## src/rtl/sc_fifo_stream_rd.sv

```systemverilog
// Read-side drain engine for a show-ahead sc_fifo.
// Pops words into a 2-entry buffer and streams them out with tlast framing.
module sc_fifo_stream_rd #(
   parameter int unsigned DATA_WIDTH = 8,
   parameter int unsigned PKT_LEN    = 4
) (
   input  logic                  clk_i,
   input  logic                  rst_i,
   output logic                  fifo_rd_o,
   input  logic [DATA_WIDTH-1:0] fifo_rd_data_i,
   input  logic                  fifo_empty_i,
   output logic                  tvalid_o,
   output logic [DATA_WIDTH-1:0] tdata_o,
   output logic                  tlast_o,
   input  logic                  tready_i,
   output logic [15:0]           pkt_cnt_o
);

   localparam int unsigned IW = (PKT_LEN > 1) ? $clog2(PKT_LEN) : 1;
   localparam logic [IW-1:0] LAST_IDX = IW'(PKT_LEN - 1);

   typedef enum logic [1:0] {
      ST_EMPTY = 2'd0,
      ST_ONE   = 2'd1,
      ST_TWO   = 2'd2
   } state_e;

   state_e                state_q;
   logic [DATA_WIDTH-1:0] main_data_q;
   logic                  main_last_q;
   logic [DATA_WIDTH-1:0] skid_data_q;
   logic                  skid_last_q;
   logic [IW-1:0]         idx_q;
   logic [15:0]           pkt_cnt_q;

   logic pop;
   logic out;
   logic cap_last;

   // Pop depends only on registered occupancy, never on tready_i.
   assign pop      = rst_i & ~fifo_empty_i & (state_q != ST_TWO);
   assign tvalid_o = (state_q != ST_EMPTY);
   assign out      = tvalid_o & tready_i;
   assign cap_last = (idx_q == LAST_IDX);

   assign fifo_rd_o = pop;
   assign tdata_o   = main_data_q;
   assign tlast_o   = main_last_q;
   assign pkt_cnt_o = pkt_cnt_q;

   always_ff @(posedge clk_i or negedge rst_i) begin
      if (!rst_i) begin
         state_q     <= ST_EMPTY;
         main_data_q <= '0;
         main_last_q <= 1'b0;
         skid_data_q <= '0;
         skid_last_q <= 1'b0;
         idx_q       <= '0;
         pkt_cnt_q   <= '0;
      end else begin
         if (pop) begin
            idx_q <= cap_last ? '0 : idx_q + 1'b1;
         end
         if (out && main_last_q) begin
            pkt_cnt_q <= pkt_cnt_q + 16'd1;
         end
         unique case (state_q)
            ST_EMPTY: begin
               if (pop) begin
                  main_data_q <= fifo_rd_data_i;
                  main_last_q <= cap_last;
                  state_q     <= ST_ONE;
               end
            end
            ST_ONE: begin
               if (pop && out) begin
                  main_data_q <= fifo_rd_data_i;
                  main_last_q <= cap_last;
               end else if (pop) begin
                  skid_data_q <= fifo_rd_data_i;
                  skid_last_q <= cap_last;
                  state_q     <= ST_TWO;
               end else if (out) begin
                  state_q <= ST_EMPTY;
               end
            end
            ST_TWO: begin
               if (out) begin
                  main_data_q <= skid_data_q;
                  main_last_q <= skid_last_q;
                  state_q     <= ST_ONE;
               end
            end
            default: state_q <= ST_EMPTY;
         endcase
      end
   end

endmodule

```

## config.mk

```make
export PLATFORM = sky130hd
export DESIGN_NAME = sc_fifo_stream_rd
export DESIGN_NICKNAME = d
export VERILOG_FILES = /design/src/rtl/sc_fifo_stream_rd.sv
export SDC_FILE = /design/constraint.sdc
export NUM_CORES = 1
export LEC_CHECK = 0
export ABC_AREA = 1
export CORE_MARGIN = 2
export CORE_UTILIZATION = 45
export DETAILED_ROUTE_END_ITERATION = 8
export PLACE_DENSITY = 0.85
export SYNTH_ARGS = -nofsm -noshare
export SYNTH_HDL_FRONTEND = slang
export SYNTH_SLANG_ARGS = --single-unit
```

## constraint.sdc

```tcl
create_clock -name clk_i -period 1.4 [get_ports clk_i]
set_clock_uncertainty 0.05 [all_clocks]
set_input_delay 0.21 -clock clk_i [delete_from_list [all_inputs] [get_ports clk_i]]
set_output_delay 0.21 -clock clk_i [all_outputs]
set_load 0.03 [all_outputs]
```

* Yosys cells after proc, flatten, opt, wreduce, memory -nomap -nowiden
Index checks and enable logic that the tools add are counted.
Word-level totals: register bits after elaboration 38, input port bits 12, output and inout bits 27, word-level logic and storage cells 46
Operators by class: add/sub/neg operators 2, equal/unequal tests 9, muxes and demuxes 15, bitwise gates (word level) 5, reduce and logical (&&, ||, !) cells 8
Operators with widths (count):
- $mux 8 | 3
- $pmux 8 s3 | 1
- $add 16x1->16 const B | 1
- $mux 2 | 6
- $ne 2x2->1 const B | 5
- $reduce_and 4->1 | 2
- $pmux 2 s3 | 1
- $eq 2x2->1 const B | 2
- $and 1x1->1 | 3
- $mux 1 | 3
- $ne 3x3->1 const B | 1
- $pmux 1 s3 | 1
- $reduce_and 3->1 | 1
- $reduce_bool 3->1 | 1
- $add 2x1->2 const B | 1
- $eq 2x1->1 const B | 1
- $logic_and 1x1->1 | 2
- $logic_not 2->1 | 1
- $not 1->1 | 2
- $reduce_bool 2->1 | 1

* Logic depth before layout (Yosys ltp)
word-level depth 6, gate-level depth with buffers 8

* Worst setup path before layout
OpenSTA, ideal clock, no wires.
path type register to register, from register pkt_cnt_q[0] (netlist: pkt_cnt_o[0]), to register pkt_cnt_q[12] (netlist: pkt_cnt_o[12]), library setup time 118 ps, data arrival time 1398 ps, required time 1232 ps, setup slack -166 ps, stages on the path, launching flop included 9, buffers on the path 0, clock period less this slack 1566 ps, cells stage by stage dfrtp_1 > ha_1 > nand2_1 > nor2_1 > nand3_4 > nor2_2 > nand2_1 > nand2_1 > nand2_1
Between the ends: cells in the longest elaborated chain, start to end 1
Ends and longest elaborated chain:
- start, declared | line 34 | logic [15:0] pkt_cnt_q;
- start signal, assigned | line 65 | pkt_cnt_q <= pkt_cnt_q + 16'd1;
- $add 16x1->16 | line 65
Every way passes these cells. A chain may end at the register's enable or synchronous reset.

* Worst setup path in the final report
from register state_q[0], to output fifo_rd_o
Between the ends: cells in the longest elaborated chain, start to end 2
Ends and longest elaborated chain:
- start, declared | line 28 | state_e state_q;
- start signal, assigned | line 53 | state_q <= ST_EMPTY;
- start signal, assigned | line 72 | state_q <= ST_ONE;
- start signal, assigned | line 82 | state_q <= ST_TWO;
- $ne 2x2->1 | line 41 | assign pop = rst_i & ~fifo_empty_i & (state_q != ST_TWO);
- $and 1x1->1 | line 41
- end, declared | line 9 | output logic fifo_rd_o,
Every way passes these cells.

==> results.py <==
metrics = {
    "outcome": {
        "outcome": "completed",
    },
    "worst_setup_path": {
        "crit_end": "fifo_rd_o",
        "path_cells": "inv_2 > nand2_4 > nand2_4 > inv_4 > buf_6",
        "cp-end-kind": "output pin",
        "regToRegSetupSlack_ns": 0.04,
        "startpoint_type": "flop",
        "r2r_start": "state_q[1]",
        "critPathArrivalTime_ns": 1.14,
        "cp_slowest_cell": "dfrtp_1",
        "cp_max_fo": 3,
        "startpoint": "state_q[0]",
        "ff2ff_path_depth": 6,
        "worstPathRequired_ns": 1.14,
        "path_common_cell": "nand2_4",
        "cpPeakStageDelay_ns": 0.41,
        "crit_type": "reg -> out",
        "r2r-end": "pkt_cnt_o[10]",
    },
    "clock_tree": {
        "cts_buffers": 5,
        "clkTransAtPathRegs_ns": 0.07,
        "cts_max_level": 2,
        "clockRootBuffer": "clkbuf_8",
        "clock_path_buffers": 2,
        "clock-sinks": 38,
        "insertion_delay_ns": 0.30,
        "cts_tree": "yes",
    },
    "floorplanning": {
        "rows": 23,
        "die_area_sq_um": 4650,
        "coreArea_sq_um": 3970,
        "fp.dieW_um": 68.2,
        "die_h_um": 68.2,
        "start_util": 0.467,
        "ios": 39,
    },
    "synth": {
        "synthDistinctLibCells": 25,
        "yosysSeqAreaShare": 0.512,
        "post_synth.cell_area_avg_sq_um": 8.32,
        "syn_nets": 237,
        "yosys_warnings": 0,
        "synth_area_leaders": "dfrtp_1, nand2_1, inv_1",
        "syn_inst": 223,
        "synth_top_area_cell": "dfrtp_1",
        "synth_top_cell_area_share": 0.512,
        "netlist_area_sq_um": 1860,
        "ys_ff_latch": 38,
    },
    "sta": {
        "maxSlewViolCount": 0,
        "hold_viol": 0,
        "setup_tns_ns": 0,
        "period_needed_ns": 1.40,
        "finalSetupViolCount": 0,
        "rsz0062_at_grt": "yes",
        "fmax_ghz": 0.715,
        "period_share": 0.999,
        "max_slew_margin": 0.682,
        "tightest_slew_ns": 0.476,
        "fin_ws_ns": 0.00188,
    },
    "layout": {
        "multi_input_comb_area_sq_um": 847,
        "design_area_sq_um": 2660,
        "area_growth_pct": 43.4,
        "diodes": 0,
        "layout.nets": 306,
        "final-seq-area_sq_um": 955,
        "final_layout_size_suffix_gt1_frac": 0.249,
        "nFillCells": 304,
    },
    "route": {
        "ant_nets": 0,
        "drcViolationCount": 0,
        "drt-vias-per-instance": 4.83,
        "num_vias": 1657,
        "drtPass1Iterations": 4,
        "drt-initial-drc-count": 103,
        "drt_wl_total_um": 4240,
        "wl_per_cell_um": 12.4,
    },
    "run": {
        "maxCapViolCount": 0,
    },
    "power_and_ir_drop": {
        "vdd_drop_max_mv": 0.863,
        "p_per_area_nw_per_um2": 1390,
        "p_leak_nw": 1.43,
    },
    "global_route": {
        "track_usage": 0.208,
        "grt_pass1_vias": 1576,
        "grt_first_pass_wirelength_um": 6980,
        "globalRoute.totalOverflow": 0,
        "antenna_found_initial": 0,
        "grt_max_degree": 39,
    },
    "placed_design": {
        "post_dp_cell_area_sq_um": 2440,
        "post-place-ws_ns": -0.277,
        "hpwl_um": 2900,
        "place.gp.congestion": 0.881,
        "place.port_buffers": 38,
    },
    "hold_path": {
        "hold_path.class": "in -> reg",
    },
}
critical path, delay by kind of cell, from the launching register on:
kind	cells	cell delay, ns
DFF	1	0.41
buffers and inverters	3	0.28
and+or+nand+nor	2	0.15
routing by layer:
metal | wire length (um) | track usage
met3 | 129 | 0.0362
met2 | 2240 | 0.359
met4 | 166 | 0.120
met1 | 1710 | 0.240
met5 | 0 | 0
cells by family after synthesis:
family,Yosys count,synth area share
and+or+nand+nor,108,0.267
DFF,38,0.512
buffers and inverters,35,0.0742
AOI/OAI and AO/OA,29,0.0809
xor gates and xnor gates,11,0.0519
adders and majority gates,2,0.0135
cells in the final DEF, fill, tap and decap left out, drive strengths merged, types with 4 or more instances in the layout:
cell type	instances
xnor2	4
nand3	11
dfrtp	38
clkbuf	12
nor2	21
inv	31
nand2	70
a21oi	4
o21ai	23
xor2	7
dlygate4sd2	19
clkdlybuf4s50	9
buf	32
nor3	4
report_power, final:
group	switching [mW]	internal, mW	total, mW
sequential	0.196	1.36	1.55
combinational	0.760	0.507	1.27
clock	0.392	0.497	0.889
total	1.35	2.36	3.71
how the worst min path moves through the flow:
stage	start	endpoint	slack (ns)	depth (start not counted)
3_5_place_dp	rst_i	tdata_o[4]	0.26	2
2_1_floorplan	rst_i	idx_q[0]	-0.14	0
5_1_grt	tready_i	state_q[1]	0.26	2
3_3_place_gp	rst_i	tdata_o[4]	0.25	2
4_1_cts	rst_i	idx_q[1]	0.30	6
6_report	tready_i	state_q[0]	0.22	2
cells in the mapped netlist:
| master | number |
|---|---|
| o21ai_0 | 12 |
| buf_4 | 1 |
| nand2_4 | 1 |
| nor2_2 | 5 |
| ha_1 | 2 |
| o31ai_1 | 1 |
| buf_2 | 2 |
| nand2_2 | 2 |
| nor2_8 | 1 |
| nor3_1 | 4 |
| nand3_4 | 1 |
| a21oi_1 | 4 |
| o21ai_1 | 11 |
| nor2_4 | 1 |
| dfrtp_1 | 38 |
| nand3_1 | 9 |
| inv_1 | 31 |
| nand2_1 | 67 |
| nor2_1 | 14 |
| nand4_1 | 2 |
| o21a_1 | 1 |
| nand3_2 | 1 |
| clkbuf_1 | 1 |
| xor2_1 | 7 |
| xnor2_1 | 4 |
flip-flops by register name, summed over array words and instances (netlist names):
signal,cells
state_q,2
pkt_cnt_o,16
tlast_o,1
tdata_o,8
skid_data_q,8
skid_last_q,1
idx_q,2
area by class of cell:
class                           count  area share
Clock buffer                        8      0.0414
Sequential cell                    38       0.359
Inverter                           31      0.0456
Timing Repair Buffer               66       0.213
Multi-Input combinational cell    150       0.318
Tap cell                           50      0.0235
what timing repair did:
action | 4_1_cts | 5_1_grt
setup endpoints to repair | 26 | 25
pin swaps | 0 | 5
hold buffers | 1 | 0
hold endpoints to repair | 38 | 0
setup buffers | 4 | 5
gates resized for setup | 32 | 24
metrics by stage:
step                hold slack (ns)  std cells   util  power [mW]
floorplan                    -0.136        223      -        2.26
global placement              0.253        325  0.614        2.70
detailed placement            0.261        325  0.614        2.75
CTS                           0.296        338  0.649        3.61
global route                  0.255        343  0.670        3.94
finish                        0.217        343  0.670        3.71
No activity file was read; power rests on OpenSTA's default activity.
==> RTL edit, RTL diff (same flow settings) <==
`PKT_LEN`: 4 -> 2.
--- a/src/rtl/sc_fifo_stream_rd.sv
+++ b/src/rtl/sc_fifo_stream_rd.sv
@@ -3,5 +3,5 @@
 module sc_fifo_stream_rd #(
    parameter int unsigned DATA_WIDTH = 8,
-   parameter int unsigned PKT_LEN    = 4
+   parameter int unsigned PKT_LEN    = 2
 ) (
    input  logic                  clk_i,
Behaviour: not the same (a bounded check fails within 4 cycles, from zero or initial values and one cycle with rst_i low).
==> RTL edit against the original RTL <==
Synthesized area is 2.8% lower; worst setup slack improved by 22 ps; routed wire length down 12%; count of clock-buffer cells in the layout decreased by 1; clock power shrank 7.6%; design area fell by 3.8%; via count decreased by 5.7%; sequential cell count is 1 lower; register-to-register slack better by 30 ps; power shrank 2.5%; sequential share of layout area up 0.42 points; critical endpoint unchanged; largest cell class unchanged.
==> RTL edit: results (changes against the original RTL) <==
stage;metric;value;unit;change
status;run_status;complete, no violations;;
worst_hold_path;hp-class;input port to async pin;;
clocking;clk_pin_slew;70;ps;about the same
worst_setup_path;ff2ff_path_depth;6;;unchanged
drt;dr.pass1.iters;4;;unchanged
global_routing;grt_antenna_before_repair;0;;unchanged
global_routing;grt_pass1_wl;6.444;mm;-7.7%
global_routing;grt_use_total;0.1930;;-0.01461
worst_setup_path;crit_arrival;1120;ps;-20 ps
layout;final.fill_count;339;;+12%
global_routing;grt_max_degree;38;;-2.6%
logic_synthesis;async_flop_share;1.000;;unchanged
logic_synthesis;ys_top_cells_by_area;dfrtp_1 51%, nand2_1 13%, inv_1 6.5%, xor2_1 3.9%, o21ai_1 3.3%;;
power_and_ir_drop;leakagePower;1.363;nW;-4.6%
placement;portBuffers;38;;unchanged
clocking;cts_root_buf;clkbuf_8;;
sta;tightestPinTransition;457.6;ps;-18.81 ps
logic_synthesis;synth_seq_area_share;0.5135;;+0.001058
worst_setup_path;path_max_fanout;4;;+1
layout;nNetsFinal;296;;-3.3%
logic_synthesis;synthFlopType;dfrtp_1;;
clocking;numCtsBuffers;5;;unchanged
layout;n_antenna_cell;0;;unchanged
logic_synthesis;yosys_warnings;0;;unchanged
layout;utilization;0.6544;;-0.01572
logic_synthesis;synth_top_cells_by_count;64 x nand2_1, 37 x dfrtp_1, 31 x inv_1;;
power_and_ir_drop;vdd_ir_drop_max;0.8843;mV;+2.5%
layout;drive_above_1_share;0.2218;;-0.02732
placement;place_ws;-284.3;ps;-7.619 ps
logic_synthesis;syn_nets;230;;-3.0%
placement;post-dp-hpwl;2.623;mm;-9.5%
clocking;clockBufferDepth;2;;unchanged
global_routing;grt_pass1_vias;1549;;-1.7%
drt;vias_per_cell;4.680;;-3.1%
drt;drt_iter0_markers;77;;-25%
clocking;clk-insertion-delay-late;290;ps;
logic_synthesis;ys_types;24;;-4.0%
placement;postPlaceCellArea;0.002370;mm^2;-2.9%
drt;avgRoutedWirePerCell;11.12;um;-10%
clocking;htreeDepth;2;;unchanged
layout;largest_reg_flops;16;;unchanged
placement;place.gp.congestion;0.8834;;+0.25%
RTL edit: cell types whose count changed in the layout (fill, tap and decap cells not counted), moves of 2 or more:
cell and delta:
clkbuf_2 -4, nand2_1 -2, dlygate4sd2_1 -3, clkdlybuf4s15_1 +7
RTL edit: cell families after synthesis:
kind of cell,synth area share
compound gates,0.07634
xor+xnor,0.05829
fa+ha+maj,0.006939
buf+inv,0.07633
flops,0.5135
simple gates,0.2686
RTL edit: final cells by class:
type | instances | share of cell area
flip-flops and latches | 37 | 0.3630
multi-input cells | 145 | 0.3102
repair buffers | 63 | 0.2164
inverters | 31 | 0.04641
clock buffers | 7 | 0.03762
well taps | 50 | 0.02443
clock inverters | 1 | 0.001954
RTL edit: layer usage:
layer / routed length (um) / track usage
met5: 0 / 0
met2: 1937 / 0.3589
met1: 1520 / 0.2091
met3: 195 / 0.05333
met4: 60 / 0.06633
RTL edit: worst paths after layout:
kind                                  from  slack (ps)      endpoint
worst max-delay path            state_q[0]          20     fifo_rd_o
worst min register to register  tdata_o[1]         420    tdata_o[1]
min in group clk_i                tready_i         230    state_q[0]
max in group asynchronous            rst_i         890  pkt_cnt_o[0]
worst max register to register  state_q[0]          70  pkt_cnt_o[2]
worst min-delay path                 rst_i          70    tdata_o[0]
RTL edit: critical path, cell delays in order, from the launching register on:
cell,delay [ps]
dfrtp_1,410
inv_2,120
nand2_4,80
nand2_4,60
inv_2,40
buf_6,120
RTL edit: power by group:
group / leakage, nW / switching (mW) / total, mW / internal [mW]
Sequential: 0.455 / 0.184 / 1.52 / 1.33
Combinational: 0.854 / 0.766 / 1.28 / 0.513
Clock: 0.0542 / 0.376 / 0.821 / 0.445
RTL edit: stage by stage:
step / std cells / TNS, ps / hold WS (ps)
5_1_grt: 334 / -81.09 / 129.6
2_1_floorplan: 217 / 0 / -135.6
3_3_place_gp: 318 / -3296 / 416.7
4_1_cts: 332 / 0 / 80.07
3_5_place_dp: 318 / -4765 / 415.0
6_report: 334 / 0 / 66.88
RTL edit: what timing repair did:
action                                  4_1_cts  5_1_grt
endpoints found under the setup margin       24       15
setup buffers                                 6        2
pin swaps                                     1        3
gates resized for setup                      28       19
